==> src/rtl/fifo_sched_pkg.sv <==
`default_nettype none
// +----------------------------------------------------------------------+
// | fifo_sched_pkg : shared types/constants for the FIFO port scheduler   |
// | Rev 1.0                                                               |
// +----------------------------------------------------------------------+
package fifo_sched_pkg;

  typedef enum logic [1:0] {
    OP_NONE  = 2'd0,
    OP_WRITE = 2'd1,
    OP_READ  = 2'd2
  } op_t;

  localparam logic CONFLICT_WRITE = 1'b0;
  localparam logic CONFLICT_READ  = 1'b1;

endpackage : fifo_sched_pkg
`default_nettype wire

==> src/rtl/fifo_port_scheduler_rr_arbiter.sv <==
`default_nettype none
// +----------------------------------------------------------------------+
// | rr_arbiter : combinational rotate-priority arbiter, search starts     |
// | one past i_last and wraps.                     Rev 1.0                |
// +----------------------------------------------------------------------+
module rr_arbiter #(
  parameter int N = 4
) (
  input  logic [N-1:0]         i_req,
  input  logic [$clog2(N)-1:0] i_last,
  output logic [N-1:0]         o_gnt,
  output logic [$clog2(N)-1:0] o_idx,
  output logic                 o_any
);

  localparam int IW = $clog2(N);

  logic [IW-1:0] w_cand;

  always_comb begin
    o_gnt  = '0;
    o_idx  = '0;
    o_any  = 1'b0;
    w_cand = '0;
    for (int k = 1; k <= N; k++) begin
      w_cand = IW'((32'(i_last) + 32'(k)) % 32'(N));
      if (!o_any && i_req[w_cand]) begin
        o_gnt[w_cand] = 1'b1;
        o_idx         = w_cand;
        o_any         = 1'b1;
      end
    end
  end

endmodule : rr_arbiter
`default_nettype wire

==> src/rtl/fifo_port_scheduler.sv <==
`default_nettype none
// +----------------------------------------------------------------------+
// | fifo_port_scheduler : shares a one-op-per-cycle sync FIFO between     |
// | N_REQ round-robin writers and one reader.      Rev 1.0                |
// +----------------------------------------------------------------------+
module fifo_port_scheduler
  import fifo_sched_pkg::*;
#(
  parameter int N_REQ = 4,
  parameter int WIDTH = 32,
  parameter int DEPTH = 8
) (
  input  logic                   clk,
  input  logic                   reset,
  input  logic                   i_clear,
  input  logic [N_REQ-1:0]       i_req_valid,
  input  logic [N_REQ*WIDTH-1:0] i_req_data,
  output logic [N_REQ-1:0]       o_req_ready,
  input  logic                   i_rd_req,
  output logic                   o_rd_accept,
  output logic                   o_rd_valid,
  output logic [WIDTH-1:0]       o_rd_data,
  output logic                   o_fifo_write,
  output logic                   o_fifo_read,
  output logic                   o_fifo_clear,
  output logic [WIDTH-1:0]       o_fifo_data_in,
  input  logic [WIDTH-1:0]       i_fifo_data_out,
  input  logic                   i_fifo_full,
  input  logic                   i_fifo_empty
);

  localparam int IDX_W = $clog2(N_REQ);

  generate
    if (N_REQ < 2 || WIDTH < 1 || DEPTH < 1) begin : g_param_check
      $error("fifo_port_scheduler: illegal parameter set");
    end
  endgenerate

  logic [IDX_W-1:0] r_rr_last;
  logic             r_conflict_pref;
  logic             r_rd_valid;

  logic [N_REQ-1:0] w_gnt;
  logic [IDX_W-1:0] w_idx;
  logic             w_any;
  logic             w_wr_cand;
  logic             w_rd_cand;
  logic             w_conflict;
  op_t              w_op;
  logic [WIDTH-1:0] w_wdata;

  rr_arbiter #(.N(N_REQ)) u_arb (
    .i_req  (i_req_valid),
    .i_last (r_rr_last),
    .o_gnt  (w_gnt),
    .o_idx  (w_idx),
    .o_any  (w_any)
  );

  assign w_wr_cand = w_any && !i_fifo_full;
  assign w_rd_cand = i_rd_req && !i_fifo_empty;

  // Reset is folded in so strobes drop the instant reset rises, not at the next edge.
  always_comb begin
    w_op       = OP_NONE;
    w_conflict = 1'b0;
    if (!reset && !i_clear) begin
      if (w_wr_cand && w_rd_cand) begin
        w_conflict = 1'b1;
        w_op       = (r_conflict_pref == CONFLICT_WRITE) ? OP_WRITE : OP_READ;
      end else if (w_wr_cand) begin
        w_op = OP_WRITE;
      end else if (w_rd_cand) begin
        w_op = OP_READ;
      end
    end
  end

  always_comb begin
    w_wdata = '0;
    for (int i = 0; i < N_REQ; i++) begin
      if (w_gnt[i]) w_wdata = w_wdata | i_req_data[i*WIDTH +: WIDTH];
    end
  end

  assign o_req_ready    = (w_op == OP_WRITE) ? w_gnt : '0;
  assign o_fifo_write   = (w_op == OP_WRITE);
  assign o_fifo_read    = (w_op == OP_READ);
  assign o_rd_accept    = (w_op == OP_READ);
  assign o_fifo_clear   = i_clear && !reset;
  assign o_fifo_data_in = (w_op == OP_WRITE) ? w_wdata : '0;
  assign o_rd_data      = i_fifo_data_out;
  // A read landing just before a flush carries pre-flush data, so it is suppressed.
  assign o_rd_valid     = r_rd_valid && !i_clear;

  always_ff @(posedge clk or posedge reset) begin
    if (reset) begin
      r_rr_last       <= IDX_W'(N_REQ - 1);
      r_conflict_pref <= CONFLICT_WRITE;
      r_rd_valid      <= 1'b0;
    end else if (i_clear) begin
      r_rr_last       <= IDX_W'(N_REQ - 1);
      r_conflict_pref <= CONFLICT_WRITE;
      r_rd_valid      <= 1'b0;
    end else begin
      if (w_op == OP_WRITE) r_rr_last <= w_idx;
      if (w_conflict) r_conflict_pref <= ~r_conflict_pref;
      r_rd_valid <= (w_op == OP_READ);
    end
  end

endmodule : fifo_port_scheduler
`default_nettype wire
==> config.mk <==
export PLATFORM = sky130hd
export DESIGN_NAME = fifo_port_scheduler
export DESIGN_NICKNAME = d
export VERILOG_FILES = /design/src/rtl/fifo_sched_pkg.sv /design/src/rtl/fifo_port_scheduler_rr_arbiter.sv /design/src/rtl/fifo_port_scheduler.sv
export SDC_FILE = /design/constraint.sdc
export NUM_CORES = 1
export LEC_CHECK = 0
export CAP_MARGIN = 20
export CORE_MARGIN = 8
export CORE_UTILIZATION = 31
export DETAILED_ROUTE_END_ITERATION = 8
export PLACE_DENSITY_LB_ADDON = 0.12
export RECOVER_POWER = 50
export SLEW_MARGIN = 30
export SYNTH_ARGS = -nofsm -noshare
export SYNTH_HDL_FRONTEND = slang
export SYNTH_SLANG_ARGS = --single-unit
==> constraint.sdc <==
create_clock -name clk -period 9.8 [get_ports clk]
set_input_delay 2.94 -clock clk [delete_from_list [all_inputs] [get_ports clk]]
set_output_delay 2.94 -clock clk [all_outputs]
set_load 0.05 [all_outputs]
Word-level counts from Yosys, hierarchy flattened
Cells that the tools add are included.
W data, S select, Z words.
- add/sub/neg operators: 4
- mux-type cells: 46
- shift operators: 0
- equality and inequality tests: 2
- bitwise operators: 7
- magnitude comparators: 8
- divide/modulo/power cells: 0
- multipliers: 0
- reductions and logical operators: 22
- operators with widths (cell ; number):
    $mux W32 ; 5
    $or A32 B32 Y32 ; 3
    $mux W2 ; 11
    $mux W4 ; 5
    $mux W1 ; 17
    $logic_and A1 B1 Y1 ; 13
    $lt A2 B3 Y1 const B ; 4
    $or A4 B4 Y4 ; 3
    $bmux W1 S2 ; 4
    $demux W1 S2 ; 4
    $ge A2 B1 Y1 const B ; 4
    $logic_not A1 Y1 ; 7
    $add A2 B1 Y2 const B ; 2
    $add A2 B2 Y2 const B ; 2
    $reduce_bool A2 Y1 ; 2
    $eq A2 B1 Y1 const B ; 1
    $eq A2 B2 Y1 const B ; 1
    $not A1 Y1 ; 1
- input bits: 170
- memory bits (writable): 0
- bits in read-only memories: 0
- flip-flop bits (word level): 4
- output and inout port bits: 73
- memories kept: 0
- latch bits: 0

Logic depth before layout (Yosys ltp)
- depth after elaboration: 21
- mapped depth: 14

Hierarchy
From an unflattened synthesis, not the netlist that was laid out.
- cells, all modules: 263
- area total of the unflattened synthesis: 2004.4 um^2
- modules (own cells, without submodules) (module ; area an instance (um^2) ; cells each ; sequential area each (um^2) ; instances):
    fifo_port_scheduler ; 1375.1 ; 177 ; 102.6 ; 1
    rr_arbiter ; 629.4 ; 86 ; 0.0 ; 1

Worst setup path after synthesis
No wires, ideal clock.
- kind: input -> output
- from: input port i_req_valid[2]
- to: output port o_rd_accept
- buffers on the path: 3
- data arrival time: 6.122 ns
- path slack: 0.738 ns
- cell stages on the path: 7
- cell sequence: clkbuf_1 mux4_2 buf_6 nor4_4 nor3_1 nor4_1 buf_4
- longest elaborated chain between the ends: 17
- RTL lines (item ; RTL line ; text):
    start: declaration ; fifo_port_scheduler.sv:16 ; input logic [N_REQ-1:0] i_req_valid,
    $bmux W1 S2 ; fifo_port_scheduler_rr_arbiter.sv:27 ; if (!o_any && i_req[w_cand]) begin
    $mux W1 (implied by the code) ; fifo_port_scheduler_rr_arbiter.sv:27 ;
    $mux W1 ; fifo_port_scheduler_rr_arbiter.sv:27 ;
    $logic_not A1 Y1 ; fifo_port_scheduler_rr_arbiter.sv:27 ;
    $logic_and A1 B1 Y1 ; fifo_port_scheduler_rr_arbiter.sv:27 ;
    $mux W1 ; fifo_port_scheduler_rr_arbiter.sv:27 ;
    $logic_not A1 Y1 ; fifo_port_scheduler_rr_arbiter.sv:27 ;
    $logic_and A1 B1 Y1 ; fifo_port_scheduler_rr_arbiter.sv:27 ;
    $mux W1 ; fifo_port_scheduler_rr_arbiter.sv:27 ;
    $logic_not A1 Y1 ; fifo_port_scheduler_rr_arbiter.sv:27 ;
    $logic_and A1 B1 Y1 ; fifo_port_scheduler_rr_arbiter.sv:27 ;
    $mux W1 (*) ; fifo_port_scheduler_rr_arbiter.sv:27 ;
    $logic_and A1 B1 Y1 (*) ; fifo_port_scheduler.sv:61 ; assign w_wr_cand = w_any && !i_fifo_full;
    $mux W2 / $logic_and A1 B1 Y1 (equally long branches) ; fifo_port_scheduler.sv:72, fifo_port_scheduler.sv:69 ;
    $mux W2 (*) ; fifo_port_scheduler.sv:69 ; if (w_wr_cand && w_rd_cand) begin
    $mux W2 (*) ; fifo_port_scheduler.sv:68 ; if (!reset && !i_clear) begin
    $eq A2 B2 Y1 (*) ; n/a ;
    end: declaration ; fifo_port_scheduler.sv:20 ; output logic o_rd_accept,
Every way passes the cells marked *; elsewhere a longest branch is shown, timed or not. The select of a mux whose other input is x is not followed.

Final worst setup path
- from: input port i_req_valid[2]
- to: output port o_req_ready[2]
- longest elaborated chain between the ends: 18
- RTL lines (item ; RTL line ; text):
    $bmux W1 S2 ; fifo_port_scheduler_rr_arbiter.sv:27 ;
    $mux W1 (implied by the code) ; fifo_port_scheduler_rr_arbiter.sv:27 ;
    $mux W1 ; fifo_port_scheduler_rr_arbiter.sv:27 ;
    $logic_not A1 Y1 ; fifo_port_scheduler_rr_arbiter.sv:27 ;
    $logic_and A1 B1 Y1 ; fifo_port_scheduler_rr_arbiter.sv:27 ;
    $mux W1 ; fifo_port_scheduler_rr_arbiter.sv:27 ;
    $logic_not A1 Y1 ; fifo_port_scheduler_rr_arbiter.sv:27 ;
    $logic_and A1 B1 Y1 ; fifo_port_scheduler_rr_arbiter.sv:27 ;
    [... 2 more ...] ; n/a ;
    $logic_and A1 B1 Y1 ; fifo_port_scheduler_rr_arbiter.sv:27 ;
    $mux W1 ; fifo_port_scheduler_rr_arbiter.sv:27 ;
    $logic_and A1 B1 Y1 ; fifo_port_scheduler.sv:61 ;
    $mux W2 / $logic_and A1 B1 Y1 (equally long branches) ; fifo_port_scheduler.sv:72, fifo_port_scheduler.sv:69 ;
    $mux W2 ; fifo_port_scheduler.sv:69 ;
    $mux W2 ; fifo_port_scheduler.sv:68 ;
    $eq A2 B1 Y1 ; fifo_port_scheduler.sv:87 ; assign o_req_ready = (w_op == OP_WRITE) ? w_gnt : '0;
    $mux W4 (*) ; fifo_port_scheduler.sv:87 ;
    end: declaration ; fifo_port_scheduler.sv:18 ; output logic [N_REQ-1:0] o_req_ready,
Marks and branches as above.

==> results.yml <==
worst_setup_path:
  cp_data_required_time_ns: 6.86
  cp_slowest_stage_delay_ns: 0.84
  path_buf_inv: 3
  criticalPathCategory: "in2out"
  cp.arrival_ns: 6.48
  cp_slowest_cell: "clkdlybuf4s50_1"
  crit_fanout: 26
  crit_path_end_kind: "output pin"
  crit_family: "buffers and inverters"
  path_cells: "dlygate4sd3_1 > mux4_2 > or2_0 > nor4_4 > a22oi_4 > buf_16 > nor3_1 > clkdlybuf4s50_1"
  start_kind: "input pin"
drt:
  drtAntennaViolNets: 0
  wl_mm: 10.0
  via_count: 2857
  routedWlPerCell_um: 17.7
  drtIter0Drc: 94
  vias_per_cell: 5.04
  route.detailed.drc: 0
  firstDrtPassIters: 4
worst_hold_path:
  hp-class: "reg2reg"
grt:
  grt_max_degree: 52
  grt_pass1_vias: 2892
  grt_pass1_wl_mm: 15.1
  grt_overflow: 0
  antenna_found_initial: 0
  gr-usage-all-layers_pct: 18.4
die:
  fp.dieArea_mm2: 0.0100
  initial_core_util_pct: 32.1
  die_x_um: 100
  core_area_mm2: 0.00683
  pin_count: 243
  chipHeight_um: 100
  num_rows: 30
timing:
  hold_ws_ns: 0.589
  drv_slew: 0
  period_needed_ns: 9.42
  fmax_ghz: 0.106
  max_slew_margin_pct: 58.5
  hold_viol: 0
  post-route-period-util_pct: 96.1
  finClkSkew_ns: 0.00203
  setup_tns_ns: 0
  rsz0062_at_grt: "no"
  setup_viol: 0
  worst_pin_slew_ns: 0.618
power:
  clockPowerShare_pct: 12.9
  swShare_pct: 47.3
  p_sw_mw: 0.133
  combPwrFrac_pct: 79.9
  power_density_mw_per_mm2: 75.2
  leakagePower_nw: 1.60
  intPower_mw: 0.148
  power_frac_seq_pct: 7.2
  ir_drop_mv: 0.0507
finish:
  fin_nets: 649
  syn_to_final_growth_pct: 69.8
  diodes: 0
  final_common_cell: "clkdlybuf4s50_1"
  multi_input_area_mm2: 0.00164
  fillers: 704
  final_cell_mix: "clkdlybuf4s50_1 (143), nand2_1 (101), nor2_1 (42)"
  final_cell_area_mm2: 0.00373
  drive_gt1_share_pct: 12.3
  seq_area_um2: 103
  fin_util_pct: 54.6
yosys:
  syn_area_mm2: 0.00220
  ys_ff_latch: 4
  ys_seq_area_share_pct: 4.67
  synth_fp_nets: 522
  synth_cells: 345
  yosysWarnings: 0
  synth.distinct_cells: 39
  syn_area_per_cell_um2: 6.36
job:
  cap_violations: 0
clock_tree:
  numCtsBuffers: 3
  cts_buffer_depth: 2
  root_buffer: "clkbuf_8"
  cts.hold.buffers_added: 0
  insertion_delay_ns: 0.22
  post_cts_buffers: 0
  h-tree-depth: 1
  cts_resized: 0
  tritoncts: "yes"
  clkSlewWorstSetupHoldPaths_ns: 0.03
  cts.sinks: 4
place:
  gp_congestion: 0.859
  place_area_mm2: 0.00363
  io_buffers: 178
  dp_hpwl_mm: 8.02
run_status:
  outcome: "finished, final reports clean"
==> area by class of cell <==
class	instances	share of cell area (%)
Multi-Input combinational cell	273	44.0
Inverter	6	0.604
Tap cell	96	3.22
Timing Repair Buffer	184	48.2
Clock buffer	4	1.21
Sequential cell	4	2.75
==> worst register-to-register path, cell delays in order (launching register included) <==
cell     delay (ns)
dfstp_2        0.76
inv_1          0.23
ha_1           0.54
mux4_2         0.69
nor4_4         0.51
nor4_1         0.11
xnor2_1        0.16
nor2_1         0.06
==> through the flow <==
stage	std cells	total power, mW	worst slack, ns
after CTS	565	0.277	0.474
final	567	0.280	0.384
after detailed placement	561	0.240	0.477
after global placement	561	0.239	0.548
after floorplan	345	0.188	0.738
after global routing	567	0.299	0.265
==> registers in the layout, indices dropped and copies added (netlist names) <==
signal           count
r_rr_last            2
r_conflict_pref      1
r_rd_valid           1
==> layer usage <==
metal / part of all wire [%] / track usage [%] / wire length, um / vias to the layer above
met5: 0 / 0 / 0 / -
met4: 2.6 / 6.28 / 258 / 0
met3: 9.9 / 6.92 / 995 / 18
met2: 50 / 32.7 / 5040 / 122
met1: 37 / 19.3 / 3750 / 1279
li1: - / - / - / 1438
==> power groups by stage <==
stage | Sequential, mW | Clock, mW | Combinational [mW]
3_3_place_gp | 0.0203 | 0 | 0.218
3_5_place_dp | 0.0204 | 0 | 0.219
2_1_floorplan | 0.0184 | 0 | 0.170
5_1_grt | 0.0206 | 0.0399 | 0.238
4_1_cts | 0.0203 | 0.0371 | 0.220
6_report | 0.0203 | 0.0362 | 0.224
==> cell families after synthesis <==
group	Yosys count	synth area share, %
compound gates	89	32.0
simple gates	167	32.1
fa+ha+maj	7	3.99
xor+xnor	1	0.399
mux	9	5.93
buf+inv	68	20.9
flops	4	4.67
==> Yosys cell counts, drive strengths merged <==
cell	n	area (um2)
o211ai	3	22.5
nand3	1	5.00
a32o	1	10.0
dfstp	2	52.6
and2	1	6.26
a31oi	1	6.26
mux4	3	67.6
buf	53	403
mux2i	4	40.0
a21boi	1	18.8
or2	1	6.26
a21oi	1	5.00
ha	7	87.6
or3	1	6.26
a211o	32	280
nor3	6	30.0
clkbuf	9	33.8
mux2	2	22.5
nand2	101	379
inv	6	22.5
o21ai	4	20.0
a31o	3	26.3
a221o	3	30.0
nand2b	7	43.8
a221oi	2	17.5
nor2b	1	6.26
o22ai	35	219
xnor2	1	8.76
a22oi	3	46.3
nor4	5	61.3
dfrtp	2	50.1
nor2	43	161
==> worst paths after layout <==
check / start / end / slack [ns] / depth (start not counted)
max: i_req_valid[2] / o_req_ready[2] / 0.38 / 8
min: r_conflict_pref / r_conflict_pref / 0.59 / 2
max reg2reg: r_rr_last[0] / r_conflict_pref / 6.62 / 7
min reg2reg: r_conflict_pref / r_conflict_pref / 0.59 / 2
max in group asynchronous: reset / r_rr_last[1] / 6.41 / 2
min in group asynchronous: reset / r_rd_valid / 3.16 / 2
Power figures use the tool's default switching activity.
